File: src/rtl/mem_port_arbiter.sv
// Single-port memory arbiter shared by instruction fetch and data access.
// Data has priority; a starvation counter bounds how long fetch can wait.
module mem_port_arbiter #(
  parameter int ADDR_W     = 12,
  parameter int DATA_W     = 19,
  parameter int MEM_LAT    = 2,
  parameter int STARVE_MAX = 4
) (
  input  logic              clk,
  input  logic              rst,
  input  logic              if_req,
  input  logic [ADDR_W-1:0] if_addr,
  output logic [DATA_W-1:0] if_rdata,
  output logic              if_valid,
  input  logic              d_rd,
  input  logic              d_wr,
  input  logic [ADDR_W-1:0] d_addr,
  input  logic [DATA_W-1:0] d_wdata,
  output logic [DATA_W-1:0] d_rdata,
  output logic              d_valid,
  output logic              stall_if,
  output logic              stall_mem,
  output logic              m_en,
  output logic              m_we,
  output logic [ADDR_W-1:0] m_addr,
  output logic [DATA_W-1:0] m_wdata,
  input  logic [DATA_W-1:0] m_rdata
);

  localparam logic [3:0] LAT  = 4'(MEM_LAT);
  localparam logic [3:0] SMAX = 4'(STARVE_MAX);

  typedef enum logic [1:0] {
    S_IDLE,
    S_ISSUE,
    S_WAIT,
    S_RESP
  } state_e;

  state_e            state_q;
  logic              own_data_q;
  logic [3:0]        cnt_q;
  logic [3:0]        starve_q;
  logic              m_en_q;
  logic              m_we_q;
  logic [ADDR_W-1:0] m_addr_q;
  logic [DATA_W-1:0] m_wdata_q;
  logic [DATA_W-1:0] if_rdata_q;
  logic [DATA_W-1:0] d_rdata_q;
  logic              if_valid_q;
  logic              d_valid_q;

  logic d_req;
  logic any_req;
  logic data_win;

  assign d_req    = d_rd | d_wr;
  assign any_req  = if_req | d_req;
  // Fetch overrides data once it has lost STARVE_MAX grants in a row
  assign data_win = d_req & ~(if_req & (starve_q == SMAX));

  always_ff @(posedge clk) begin
    if (rst) begin
      state_q    <= S_IDLE;
      own_data_q <= 1'b0;
      cnt_q      <= '0;
      starve_q   <= '0;
      m_en_q     <= 1'b0;
      m_we_q     <= 1'b0;
      m_addr_q   <= '0;
      m_wdata_q  <= '0;
      if_rdata_q <= '0;
      d_rdata_q  <= '0;
      if_valid_q <= 1'b0;
      d_valid_q  <= 1'b0;
    end else begin
      m_en_q     <= 1'b0;
      if_valid_q <= 1'b0;
      d_valid_q  <= 1'b0;
      unique case (state_q)
        S_IDLE: begin
          if (any_req) begin
            own_data_q <= data_win;
            m_addr_q   <= data_win ? d_addr : if_addr;
            m_wdata_q  <= d_wdata;
            m_we_q     <= data_win & d_wr;
            m_en_q     <= 1'b1;
            if (data_win && if_req) begin
              if (starve_q != SMAX)
                starve_q <= starve_q + 4'd1;
            end else begin
              starve_q <= '0;
            end
            state_q <= S_ISSUE;
          end
        end
        S_ISSUE: begin
          cnt_q   <= LAT;
          state_q <= S_WAIT;
        end
        S_WAIT: begin
          cnt_q <= cnt_q - 4'd1;
          if (cnt_q == 4'd1) begin
            if (own_data_q) begin
              if (!m_we_q)
                d_rdata_q <= m_rdata;
              d_valid_q <= 1'b1;
            end else begin
              if_rdata_q <= m_rdata;
              if_valid_q <= 1'b1;
            end
            state_q <= S_RESP;
          end
        end
        S_RESP: begin
          state_q <= S_IDLE;
        end
        default: state_q <= S_IDLE;
      endcase
    end
  end

  assign if_rdata  = if_rdata_q;
  assign if_valid  = if_valid_q;
  assign d_rdata   = d_rdata_q;
  assign d_valid   = d_valid_q;
  assign m_en      = m_en_q;
  assign m_we      = m_we_q;
  assign m_addr    = m_addr_q;
  assign m_wdata   = m_wdata_q;
  assign stall_if  = if_req & ~if_valid_q;
  assign stall_mem = d_req & ~d_valid_q;

endmodule

File: config.mk
export PLATFORM = sky130hd
export DESIGN_NAME = mem_port_arbiter
export DESIGN_NICKNAME = d
export VERILOG_FILES = /design/src/rtl/mem_port_arbiter.sv
export SDC_FILE = /design/constraint.sdc
export NUM_CORES = 1
export LEC_CHECK = 0
export BUFFER_PORTS_ARGS = -buffer_cell sky130_fd_sc_hd__buf_2
export CAP_MARGIN = 20
export CORE_MARGIN = 1.5
export CORE_UTILIZATION = 50
export DETAILED_ROUTE_END_ITERATION = 10
export GPL_ROUTABILITY_DRIVEN = 1
export HOLD_SLACK_MARGIN = 0.05
export PLACE_DENSITY = 0.81
export SYNTH_ARGS = -nofsm -noshare
export SYNTH_HDL_FRONTEND = slang
export SYNTH_SLANG_ARGS = --single-unit
File: constraint.sdc
create_clock -name clk -period 2.5 [get_ports clk]
set_input_delay 0.375 -clock clk [delete_from_list [all_inputs] [get_ports clk]]
set_output_delay 0.375 -clock clk [all_outputs]
set_load 0.01 [all_outputs]
==> reports/metrics.cfg <==
[yosys]
syn-cell-area_mm2=0.00368
yosysTopAreaCell=dfxtp_1
async_reset_ff_share_pct=0
synthTopCellsByCount=dfxtp_1, a21oi_1, nand2_1
synth_seq_cells=84
synth_cell_types=37
synth_top_area_share_pct=45.7
synth_area_leaders=dfxtp_1, a21oi_1, nand4b_1
syn-mean-instance-area_um2=8.83
yosysMostFrequentCell=dfxtp_1
ys.flop_type=dfxtp_1
syn_nets=490
synth-edff-count=0
synth_warnings=0
yosysSeqAreaShare_pct=45.7
synthCells=417

[cells_and_area]
insertedDiodeCount=0
final_nets=610
n_fill_cell=627
drive_gt1_share_pct=33.8
area_growth_pct=24.7

[floorplan]
die_w_um=88.8
core_mm2=0.00718
die_area_mm2=0.00789
start_util_pct=51.3
row_count=31
die_h_um=88.8
boundaryPins=142

[clock_network]
cts_buffers=9
clk_path_buf_depth=2
hold_buffers=0
h-tree-depth=3
cts_setup_buffers=0
cts_tree=built
cts_resized=0
clk_pin_slew_worst_paths_ns=0.08
worstSkewPairLatency_ns=0.35
clkSinkCount=84
root_buffer=clkbuf_8

[critical_path]
critPathKind=reg2reg
arrival_ns=2.19
worstPathRequired_ns=2.76
worstPathCellList=inv_1 -> ha_1 -> o31a_2 -> buf_12 -> nor2_1 -> a311oi_2
cp.buffers_inverters=2
slowest_stage=o31a_2
end_kind=register
cp_max_fo=28
regToRegSetupSlack_ns=0.57
cpLargestDelayFamily=compound AO/OA/AOI/OAI gates
start_kind=register
crit_start=state_q[0]
crit_path_max_incr_delay_ns=0.50
timing.rr.start=state_q[0]

[sta]
max_freq_ghz=0.517
max_slew_margin_pct=55.7
setup-tns-final_ns=0
fin_skew_ns=0.0110
tightest_slew_ns=0.661
finalHoldViolCount=0
setup_viol=0
fin_ws_ns=0.565
fin_hold_ws_ns=0.255
min_period_ns=1.93
slew_viol_final=0
rsz0062_at_grt=no
period_share_pct=77.4

[placement]
port_buffers=141
dp_hpwl_um=6340
dp_worst_setup_slack_ns=0.583
place.gp.congestion=0.811

[global_route]
gr-max-usage-layer=met2
grt_pass1_vias=3359
grt_start_max_net_pins=41
gr-usage-met1_pct=26.6
met2_usage_pct=40.8
grt_pass1_wl_um=14600
gr-usage-all-layers_pct=23.5
grt_util_met3_pct=8.12
antenna_found_initial=0
overflow=0

[routing]
num_vias=3573
wire_per_inst_um=14.5
totalWireLength_um=9300
routed_via_density=5.57
drt_first_iter_violations=156
ant_nets=0
drc=0
first_pass_iters=5

[flow_run]
maxCapViolations=0

[power]
peakVddDrop_mv=0.422
powerDensity_mw_per_mm2=890
p_leak_uw=0.00193

[status]
status=complete, no violations

[hold_path]
hold_class=in2reg
min_from=d_wdata[5]

==> worst reg2reg max path, delay by kind of cell, from the launching register on <==
family                     cells  cell delay [ns]
AOI/OAI and AO/OA              2             0.73
adders and majority gates      1             0.39
buffers and inverters          2             0.35
DFF                            1             0.30
and+or+nand+nor                1             0.07
==> cell families (layout without fill, tap and decap cells) <==
| logic type | after synthesis | after routing | synth area share (%) |
|---|---|---|---|
| flops | 84 | 84 | 45.7 |
| simple gates | 138 | 138 | 20.2 |
| fa+ha+maj | 6 | 6 | 2.04 |
| buf+inv | 51 | 176 | 7.27 |
| compound gates | 137 | 137 | 24.5 |
| mux | 1 | 1 | 0.272 |
==> sequential cells by signal (all words and copies together), names as in the netlist <==
signal	count
state_q	2
m_en	1
d_rdata	19
m_addr	12
d_valid	1
if_valid	1
m_we	1
if_rdata	19
starve_q	4
own_data_q	1
m_wdata	19
cnt_q	4
==> final timing paths <==
check,to,cells past startpoint
worst min register to register,m_wdata[18],2
worst min-delay path,m_wdata[5],3
worst max register to register,m_addr[2],6
worst max-delay path,m_addr[2],6
==> area by class of cell <==
| class | instances | area (um2) | share of cell area (%) |
|---|---|---|---|
| inverter | 9 | 33.8 | 0.736 |
| tap | 99 | 124 | 2.70 |
| timing repair buffer | 151 | 806 | 17.6 |
| sequential | 84 | 1680 | 36.6 |
| clock buffer | 11 | 151 | 3.30 |
| clock inverter | 5 | 60.1 | 1.31 |
| multi-input combinational | 282 | 1730 | 37.8 |
==> report_power, final <==
group / switching, uW / leakage, uW / internal [uW] / total [uW]
Combinational: 898 / 0.00114 / 541 / 1440
Clock: 478 / 0.000106 / 518 / 995
Sequential: 110 / 0.000685 / 1540 / 1650
Total: 1490 / 0.00193 / 2600 / 4080
==> stage by stage <==
stage               cell area, um2  util [%]  power, uW  cells
floorplan                     3680         -       2760    417
global placement              4380      61.0       3060    625
detailed placement            4380      61.0       3130    625
CTS                           4590      64.0       4120    641
global route                  4590      64.0       4350    641
finish                        4590      64.0       4080    641
==> per-layer routing <==
layer,part of all wire [%],up-vias
met5,0,-
met4,1.9,0
met3,7.8,21
met2,48,129
met1,42,1666
li1,-,1757
==> layout by cell type (no fill, tap or decap), types with 2 or more instances in the layout <==
| cell type | count |
|---|---|
| buf_2 | 141 |
| dfxtp_1 | 84 |
| a21oi_1 | 63 |
| nand2_1 | 43 |
| nand3_1 | 34 |
| o21ai_0 | 29 |
| nand4b_1 | 24 |
| nor2_1 | 20 |
| o31ai_1 | 19 |
| a311oi_2 | 12 |
| clkbuf_8 | 11 |
| inv_1 | 9 |
| buf_4 | 8 |
| ha_1 | 6 |
| o21ai_1 | 4 |
| nor3_1 | 3 |
| nand4_1 | 3 |
| and4b_1 | 2 |
| nand2b_1 | 2 |
| a31oi_1 | 2 |
| clkinv_4 | 2 |
| buf_12 | 2 |
No activity file was read; power rests on OpenSTA's default activity.
